$ cat config.mk
export PLATFORM = sky130hd
export DESIGN_NAME = cache_refill_ctrl
export DESIGN_NICKNAME = d
export VERILOG_FILES = /design/src/rtl/cache_refill_ctrl.sv
export SDC_FILE = /design/constraint.sdc
export NUM_CORES = 1
export LEC_CHECK = 0
export ABC_AREA = 1
export CORE_ASPECT_RATIO = 0.8
export CORE_MARGIN = 1
export CORE_UTILIZATION = 40
export DETAILED_ROUTE_END_ITERATION = 8
export GPL_TIMING_DRIVEN = 1
export SYNTH_ARGS = -nofsm -noshare
export SYNTH_HDL_FRONTEND = slang
export SYNTH_SLANG_ARGS = --single-unit
export TNS_END_PERCENT = 100
$ cat constraint.sdc
create_clock -name clk -period 24.8 [get_ports clk]
set_input_delay 3.72 -clock clk [delete_from_list [all_inputs] [get_ports clk]]
set_output_delay 3.72 -clock clk [all_outputs]
set_load 0.03 [all_outputs]
$ cat src/rtl/cache_refill_ctrl.sv
// Cache block refill controller: fetches one aligned 4-word block per miss.
// Optional refill counter output enabled by defining REFILL_STATS_EN.
module cache_refill_ctrl #(
  parameter int ADDR_W = 15,
  parameter int WORD_W = 32
) (
  input  logic                  clk,
  input  logic                  rst,
  input  logic                  miss_req,
  input  logic [ADDR_W-1:0]     miss_addr,
  output logic                  busy,
  output logic                  mem_rd,
  output logic [ADDR_W-1:0]     mem_addr,
  input  logic [WORD_W-1:0]     mem_rdata,
  input  logic                  mem_ack,
  output logic                  fill_valid,
  output logic [4*WORD_W-1:0]   fill_block,
  output logic [ADDR_W-1:0]     fill_addr
`ifdef REFILL_STATS_EN
  ,
  output logic [15:0]           refill_count
`endif
);

  typedef enum logic [1:0] {
    IDLE,
    REQ,
    DONE
  } state_e;

  state_e                state_q, state_d;
  logic [ADDR_W-3:0]     base_q, base_d;
  logic [1:0]            k_q, k_d;
  logic [4*WORD_W-1:0]   buf_q, buf_d;
  logic [4*WORD_W-1:0]   blk_q, blk_d;
  logic [ADDR_W-1:0]     faddr_q, faddr_d;

  // Word offset bits never matter: the block base is always aligned.
  logic unused_offs;
  assign unused_offs = ^miss_addr[1:0];

  always_comb begin
    state_d = state_q;
    base_d  = base_q;
    k_d     = k_q;
    buf_d   = buf_q;
    blk_d   = blk_q;
    faddr_d = faddr_q;
    unique case (state_q)
      IDLE: begin
        if (miss_req) begin
          base_d  = miss_addr[ADDR_W-1:2];
          k_d     = 2'd0;
          state_d = REQ;
        end
      end
      REQ: begin
        if (mem_ack) begin
          buf_d[k_q*WORD_W +: WORD_W] = mem_rdata;
          k_d = k_q + 2'd1;
          // Publish only on completion so the visible block stays stable.
          if (k_q == 2'd3) begin
            blk_d   = {mem_rdata, buf_q[3*WORD_W-1:0]};
            faddr_d = {base_q, 2'b00};
            state_d = DONE;
          end
        end
      end
      DONE: state_d = IDLE;
      default: state_d = IDLE;
    endcase
  end

  always_ff @(posedge clk or posedge rst) begin
    if (rst) begin
      state_q <= IDLE;
      base_q  <= '0;
      k_q     <= '0;
      buf_q   <= '0;
      blk_q   <= '0;
      faddr_q <= '0;
    end else begin
      state_q <= state_d;
      base_q  <= base_d;
      k_q     <= k_d;
      buf_q   <= buf_d;
      blk_q   <= blk_d;
      faddr_q <= faddr_d;
    end
  end

  assign busy       = (state_q != IDLE);
  assign mem_rd     = (state_q == REQ);
  assign mem_addr   = mem_rd ? {base_q, k_q} : '0;
  assign fill_valid = (state_q == DONE);
  assign fill_block = blk_q;
  assign fill_addr  = faddr_q;

`ifdef REFILL_STATS_EN
  logic [15:0] cnt_q, cnt_d;

  always_comb begin
    cnt_d = cnt_q;
    if (fill_valid && (cnt_q != 16'hFFFF)) cnt_d = cnt_q + 16'd1;
  end

  always_ff @(posedge clk or posedge rst) begin
    if (rst) cnt_q <= '0;
    else     cnt_q <= cnt_d;
  end

  assign refill_count = cnt_q;
`endif

endmodule

# == After elaboration in Yosys (flattened, before gate mapping) ==
# Cells that the tools add are included.
# totals
word_cells,33
output_inout_bits,161
register_bits,286
# op_classes
reduce_logical,8
addsub,2
muxes,9
n_eq_ne,6
n_shift,2
# op_table
operator,count
bitwise mux 128 bit,1
"variable shift 32 x 34 -> 128 bit, first input constant",1
indexed part select 32 x 34 -> 128 bit,1
negation 7 -> 34 bit,1
two-way mux 15 bit,1
two-way mux 2 bit,5
AND reduction 3 bit,3
one-hot mux 2 bit (2 select lines),2
"== test 2 bit, second input constant",2
"inequality test 2 x 1 -> 1 bit, second input constant",2
AND reduction 2 bit,2
nonzero test 2 bit,2
"adder 2 x 1 -> 2 bit, second input constant",1
"== test 2 x 1 -> 1 bit, second input constant",1
zero test 2 bit,1
"inequality test 2 bit, second input constant",1

# == Logic depth before layout (Yosys ltp) ==
# Gate-level depths: netlist (run 1).
# depth
ltp_word,4
ltp_mapped,9

# == Least setup slack after synthesis (run 1) ==
# No wires, ideal clock.
# synth_path
kind,flip-flop to output port
startpoint,reg state_q[0]
endpoint,out mem_addr[10]
setup_slack_ns,19.706
stages_incl_launch_ff,7
t_arrival_ns,1.374
path_cell_list,dfrtp_1 > buf_4 > inv_2 > nor2_8 > inv_1 > buf_2 > nor2_1
# synth_between
elab_chain_cells,2
# synth_lines
item,line_no,source
start: declaration,31,"state_e state_q, state_d;"
start signal: assignment,83,state_q <= state_d;
== test 2 x 1 -> 1 bit,93,assign mem_rd = (state_q == REQ);
named net mem_rd,12,"output logic mem_rd,"
two-way mux 15 bit,94,"assign mem_addr = mem_rd ? {base_q, k_q} : '0;"
end: declaration,13,"output logic [ADDR_W-1:0] mem_addr,"
# The timed path passes the listed nets, and every way through them passes these cells.

# == Worst setup path after layout (run 1) ==
# layout_path
startpoint,in mem_ack
endpoint,reg blk_q[57] (netlist: fill_block[57])
# layout_between
elab_chain_cells,1
# layout_lines
item,line_no,source
start: declaration,15,"input logic mem_ack,"
AND reduction 3 bit (no source line),n/a,
end signal: assignment,87,blk_q <= blk_d;
end: declaration,35,"logic [4*WORD_W-1:0] blk_q, blk_d;"
# No other way between the ends.
# A chain may end at the register's enable or synchronous reset.

==> summary.md, run 1 <==
| Metric | Value |
|---|---|
| Outcome | `complete, no violations` |
| Part of the Yosys area used for sequential elements | `0.6101` |
| Crit. End Element | `flip-flop` |
| Reg-to-Reg Start | `k_q[0]$_DFFE_PP0P_` |
| GP Congestion | `0.8211` |
| Worst R2R Path Depth | `8` |
| Post-DP Area | `12590 µm²` |
| Cells after DPL | `1717` |
| Fin nets | `1451` |
| Hold_buf cts | `0` |
| Static leakage | `6.930 nW` |
| Req. time, crit path | `25.27 ns` |
| PD cells | `141.5 nW/µm²` |
| Share of cells above drive strength 1 | `0.06294` |
| Gate Count Post-Synth | `1218` |
| Final setup vio count | `0` |
| CP Max Fanout | `78` |
| Initial DRC count | `828` |
| Total grt overflow | `0` |
| Peak VDD IR | `0.07478 mV` |
| Hold Path Class | `reg2reg` |
| Setup TNS | `0 ns` |
| Worst-path clk slew | `0.06 ns` |
| Tcrit/Tclk final | `0.2490` |
| Hold Fails Final Rpt | `0` |
| Drt total wl | `28450 µm` |
| Synth Cell Area | `10420 µm²` |
| Slew headroom | `0.3001` |
| First-pass GRT wire length | `45420 µm` |
| Via count | `8282` |
| RSZ-0062 raised after global routing | `no` |
| Worst Skew | `0.01484 ns` |
| Max Slew Vio Count | `0` |
| Worst Tran Pin Value | `1.049 ns` |
| Clock Tree Buf Depth | `3` |
| Number of global-route vias before repair | `7932` |
| Initial core utilization | `0.4096` |
| Fin util | `0.5323` |
| Hold Path Stages | `2` |
| Antenna violations before repair | `0` |
| DRC | `0` |
| H-tree Lvls | `1` |
| Ranking of synthesized cells by area | `dfrtp_1 61%, nand2_1 23%, nor2_1 3.4%, buf_2 2.1%, nand3_1 1.7%` |
| Max-cap violation count | `0` |
| Die height | `146.4 µm` |
| Yosys reg bits | `254` |
| Area share of the largest cell type after synthesis | `0.6101` |
| Dominant cell type by area after synthesis | `dfrtp_1` |
| Post_cts resized | `0` |
| Die width | `182.4 µm` |
| Final Critical Period | `6.174 ns` |
| Number of setup buffers added after CTS | `0` |
| Post-route insts no fill | `1765` |
| Routed Antenna Nets | `0` |
| CTS buffer count | `27` |
| Layout area overhead | `29.97%` |
| Die area | `26700 µm²` |
| Ys Warns | `0` |
| Clock tree from TritonCTS | `done` |
| Vias per cell | `4.692` |
| CTS root buf | `clkbuf_16` |
| # diodes | `0` |
| WHS Endpoint | `fill_block[28]$_DFFE_PP0P_` |
| Tot GR Track Use | `0.2159` |
| Critical setup path kind | `in2reg` |
| DR pass1 iterations | `7` |
| HPWL after DPL | `18070 µm` |
| Clock Sinks | `254` |
| Port Buf Inserts | `207` |
| Arrival @ worst endpoint | `6.64 ns` |
| Row count | `52` |
| Post-Syn Area per Cell | `8.554 µm²` |
| F_max | `162.0 MHz` |
| Flop-to-flop setup slack | `21.79 ns` |
| Post-route cell area | `13540 µm²` |
| Drt wl/cell | `16.12 µm` |
| CP startpoint kind | `input pin` |
| Overall power | `0.001916 W` |
| Clock Latency Late Sink | `0.53 ns` |
| Pin count of the biggest net entering global routing | `107` |
| Core region area | `25440 µm²` |
| Worst r2r dst | `fill_block[57]$_DFFE_PP0P_` |
| Synth cell types | `23` |
| I/O pins | `212` |
| Min-delay src | `buf_q[28]$_DFFE_PP0P_` |
report_power, final:
part           switching, W  internal [W]  leakage [nW]
registers         0.0000917      0.000574          3.41
logic              0.000526      0.000295          3.04
clock network      0.000166      0.000264         0.477
stage by stage:
| stage | hold slack [ns] | setup WS [ns] |
|---|---|---|
| after floorplan | 0.4422 | 14.10 |
| after global placement | 0.4514 | 18.12 |
| after detailed placement | 0.4520 | 18.07 |
| after CTS | 0.4669 | 18.59 |
| after global routing | 0.4838 | 18.39 |
| final | 0.4644 | 18.63 |
layout by cell type, fill, tap and decap left out, drive strengths merged, types with 7 or more instances in the layout:
master	synthesis	routed
nand2	660	660
dfrtp	254	254
clkdlybuf4s50	0	207
nor2	99	99
o21ai	47	47
nand3	38	38
clkbuf	4	37
inv	28	28
a21oi	13	13
buf	66	10
clkinv	0	7
worst max path at each step:
stage / startpoint / to / slack [ns]
after global placement: mem_ack / fill_block[12]$_DFFE_PP0P_ / 18.12
after CTS: state_q[0]$_DFFE_PP0P_ / mem_addr[3] / 18.59
after floorplan: rst / base_q[0]$_DFFE_PP0P_ / 14.10
after global routing: mem_ack / fill_block[57]$_DFFE_PP0P_ / 18.39
final: mem_ack / fill_block[57]$_DFFE_PP0P_ / 18.63
after detailed placement: mem_ack / fill_block[57]$_DFFE_PP0P_ / 18.07
per-layer routing:
metal | up-vias | share of wire | GRT usage
met1 | 3939 | 0.52 | 0.3504
met3 | 35 | 0.054 | 0.03467
li1 | 4070 | - | -
met5 | - | 0 | 0
met4 | 0 | 0.017 | 0.04622
met2 | 238 | 0.41 | 0.2992
final cells by class:
| cell class | count | area [µm²] |
|---|---|---|
| tap | 351 | 439.2 |
| fill | 2412 | 11900 |
| timing repair buffer | 217 | 2147 |
| clock buffer | 37 | 793.3 |
| clock inverter | 11 | 158.9 |
| multi-input combinational | 867 | 3532 |
| inverter | 28 | 115.1 |
| sequential | 254 | 6356 |
synthesized netlist by cell type (all sizes together):
master	number
buf	66
nand4	3
ha	5
nand2	660
dfrtp	254
inv	28
a21oi	13
clkbuf	4
nand3	38
o21ai	47
conb	1
nor2	99
worst max-delay path, stage by stage:
cell             delay, ns
clkdlybuf4s50_1       0.63
nand2_1               0.11
inv_2                 0.11
nand2_8               0.28
inv_4                 0.58
buf_4                 0.83
nand2_1               0.15
nand2_1               0.11
state kept, by name (all words and copies together), names as in the netlist:
register / flops
base_q: 13
k_q: 2
fill_block: 128
state_q: 2
fill_addr: 13
buf_q: 96
logic make-up after synthesis:
logic type      Yosys count  synth area share
buf+inv                  98           0.05260
other cells               1         0.0003599
fa+ha+maj                 5          0.006005
simple gates            800            0.3021
compound gates           60           0.02882
flops                   254            0.6101
No activity file was read; power rests on OpenSTA's default activity.
==> run 2, diff against run 1 <==
Clock period 24.8 ns to 6.1 ns, I/O delays scaled along.
==> run 2 against run 1 <==
Clock skew decreased by 0.0044 ns; worst setup slack lost 16 ns; highest routed layer unchanged; largest cell class unchanged; first-iteration DRC count fell by 33%; critical endpoint is now mem_addr[8].
==> summary.md, run 2 (same netlist as run 1, synthesis figures left out) <==
| Metric | Value |
|---|---|
| Core region area | `25440 µm² (unchanged)` |
| Worst Skew | `0.01039 ns (was 0.01484 ns)` |
| Req. time, crit path | `5.18 ns (was 25.27 ns)` |
| Vias per cell | `4.661 (was 4.692)` |
| Fin nets | `1450 (was 1451)` |
| Worst R2R Path Depth | `8 (unchanged)` |
| Post-route cell area | `13470 µm² (was 13540 µm²)` |
| Outcome | `complete, no violations (unchanged)` |
| Row count | `52 (unchanged)` |
| RSZ-0062 raised after global routing | `no (unchanged)` |
| Drt wl/cell | `15.80 µm (was 16.12 µm)` |
| DRC | `0 (unchanged)` |
| Max reg flops | `128 (unchanged)` |
| Commonest non-fill, non-tap cell in the layout | `nand2_1 (unchanged)` |
| Clock Latency Late Sink | `0.53 ns (about the same)` |
| Port Buf Inserts | `207 (unchanged)` |
| Clock Tree Buf Depth | `3 (unchanged)` |
| H-tree Lvls | `1 (unchanged)` |
| Hold_buf cts | `0 (unchanged)` |
| HPWL after DPL | `17640 µm (was 18070 µm)` |
| Reg-to-Reg Start | `k_q[0]$_DFFE_PP0P_ (unchanged)` |
| Total grt overflow | `0 (unchanged)` |
| Number of setup buffers added after CTS | `0 (unchanged)` |
| Final setup vio count | `0 (unchanged)` |
| Max-cap violation count | `0 (unchanged)` |
| Via count | `8222 (was 8282)` |
| Slew headroom | `0.2038 (was 0.3001)` |
| Die height | `146.4 µm (unchanged)` |
| Largest stage delay, worst path | `0.71 ns (was 0.83 ns)` |
| Die area | `26700 µm² (unchanged)` |
| Die width | `182.4 µm (unchanged)` |
| Comb pwr share | `0.435 (was 0.428)` |
| Tcrit/Tclk final | `0.5562` |
| Worst-path clk slew | `0.06 ns (about the same)` |
| Routed Antenna Nets | `0 (unchanged)` |
| CTS root buf | `clkbuf_16 (unchanged)` |
| Post_cts resized | `0 (unchanged)` |
| CTS buffer count | `27 (unchanged)` |
| Internal Power | `0.004464 W (was 0.001133 W)` |
| Min-delay src | `buf_q[24]$_DFFE_PP0P_ (was buf_q[28]$_DFFE_PP0P_)` |
| Hold Worst Slack | `0.4696 ns (was 0.4644 ns)` |
| Cells after DPL | `1716 (was 1717)` |
| Share of cells above drive strength 1 | `0.05945 (was 0.06294)` |
| GP Congestion | `0.8318 (was 0.8211)` |
| Worst path cell trace | `inv_2 > nor2_8 > inv_1 > nor2_1 > clkdlybuf4s50_1 (was clkdlybuf4s50_1 > nand2_1 > inv_2 > nand2_8 > inv_4 > buf_4 > nand2_1 > nand2_1)` |
| Critical Path Stages | `5 (was 8)` |
| Final Critical Period | `3.393 ns` |
| PD cells | `566.7 nW/µm² (was 141.5 nW/µm²)` |
| Post-DP Area | `12600 µm² (was 12590 µm²)` |
| Antenna violations before repair | `0 (unchanged)` |
| Hold Path Stages | `2 (unchanged)` |
| Peak VDD IR | `0.3281 mV (was 0.07478 mV)` |
| Initial core utilization | `0.4096 (unchanged)` |
| # diodes | `0 (unchanged)` |
| Static leakage | `6.873 nW (was 6.930 nW)` |
| First-pass GRT wire length | `45640 µm (was 45420 µm)` |
| Layout area overhead | `29.29% (was 29.97%)` |
| I/O pins | `212 (unchanged)` |
| Crit. End Element | `output port (was flip-flop)` |
| Hold Fails Final Rpt | `0 (unchanged)` |
| Critical path's top delay family | `buffers and inverters (unchanged)` |
| Clock tree from TritonCTS | `done (unchanged)` |
| Crit path buf inv count | `3 (was 4)` |
| CP startpoint kind | `flip-flop (was input pin)` |
| Clock Sinks | `254 (unchanged)` |
| Critical-path top delay cell | `clkdlybuf4s50_1 (was buf_4)` |
| CP Max Fanout | `16 (was 78)` |
| Drt total wl | `27870 µm (was 28450 µm)` |
| Commonest cells after routing, fill and taps aside | `640 x nand2_1, 254 x dfrtp_1, 207 x clkdlybuf4s50_1 (unchanged)` |
| Hold Path Class | `reg2reg (unchanged)` |
| Post-route insts no fill | `1764 (was 1765)` |
| Setup crit start | `state_q[0]$_DFFE_PP0P_ (was mem_ack)` |
| Worst Tran Pin Value | `1.193 ns (was 1.049 ns)` |
| NetSw | `0.003169 W (was 0.0007831 W)` |
| Pin count of the biggest net entering global routing | `148 (was 107)` |
| Number of global-route vias before repair | `8046 (was 7932)` |
| Max Slew Vio Count | `0 (unchanged)` |
| Critical setup path kind | `reg2out (was in2reg)` |
| Setup TNS | `0 ns (unchanged)` |
| Initial DRC count | `551 (was 828)` |
| Clock share of power | `0.210 (was 0.224)` |
| Reg power frac | `0.355 (was 0.347)` |
| DR pass1 iterations | `5 (was 7)` |
| Overall power | `0.007634 W (was 0.001916 W)` |
| Arrival @ worst endpoint | `2.48 ns (was 6.64 ns)` |
| F_max | `294.7 MHz` |
| Sw Share | `0.4152 (was 0.4087)` |
| Tot GR Track Use | `0.2149 (was 0.2159)` |
==> run 2: cell types whose count changed in the layout (fill, tap and decap cells not counted), sizes merged <==
cell,before,now
clkinv,7,6
clkinvlp,0,3
clkbuf,37,39
bufinv,4,1
buf,10,9
inv,28,27
==> run 2: path summary, 6_finish.rpt <==
kind	endpoint	slack (ns)
max in group asynchronous	fill_block[58]$_DFFE_PP0P_	3.80
min	fill_block[24]$_DFFE_PP0P_	0.47
min reg2reg	fill_block[24]$_DFFE_PP0P_	0.47
min in group asynchronous	fill_block[8]$_DFFE_PP0P_	0.92
max reg2reg	fill_block[8]$_DFFE_PP0P_	3.53
max	mem_addr[8]	2.71
==> run 2: final cells by class <==
class	instances	area [µm²]
fillers	2410	11970
well taps	351	439.2
clock inverters	9	86.33
flip-flops and latches	254	6356
inverters	28	111.4
multi-input cells	867	3532
repair buffers	216	2165
clock buffers	39	780.7
==> run 2: metrics by stage <==
stage	utilization	setup WS, ns
2_1_floorplan	-	1.841
3_3_place_gp	0.4954	2.631
3_5_place_dp	0.4954	2.623
4_1_cts	0.5295	2.659
5_1_grt	0.5295	2.535
6_report	0.5295	2.707
==> run 2: routing by layer <==
metal | routed length (µm) | track usage
met5 | 0 | 0
met1 | 14770 | 0.3499
met3 | 1223 | 0.03243
met4 | 438 | 0.04076
met2 | 11440 | 0.2998
==> run 2: power groups by stage <==
| stage | logic [W] | clock network [W] | registers, W |
|---|---|---|---|
| after detailed placement | 0.00334 | 0 | 0.00273 |
| final | 0.00332 | 0.00160 | 0.00271 |
| after global routing | 0.00359 | 0.00171 | 0.00279 |
| after floorplan | 0.00128 | 0 | 0.00346 |
| after CTS | 0.00336 | 0.00165 | 0.00271 |
| after global placement | 0.00332 | 0 | 0.00272 |
==> run 2: worst min-delay path: stages, from the launching register on <==
cell	delay, ns
dfrtp_1	0.34
nand2_1	0.05
nand2_1	0.04
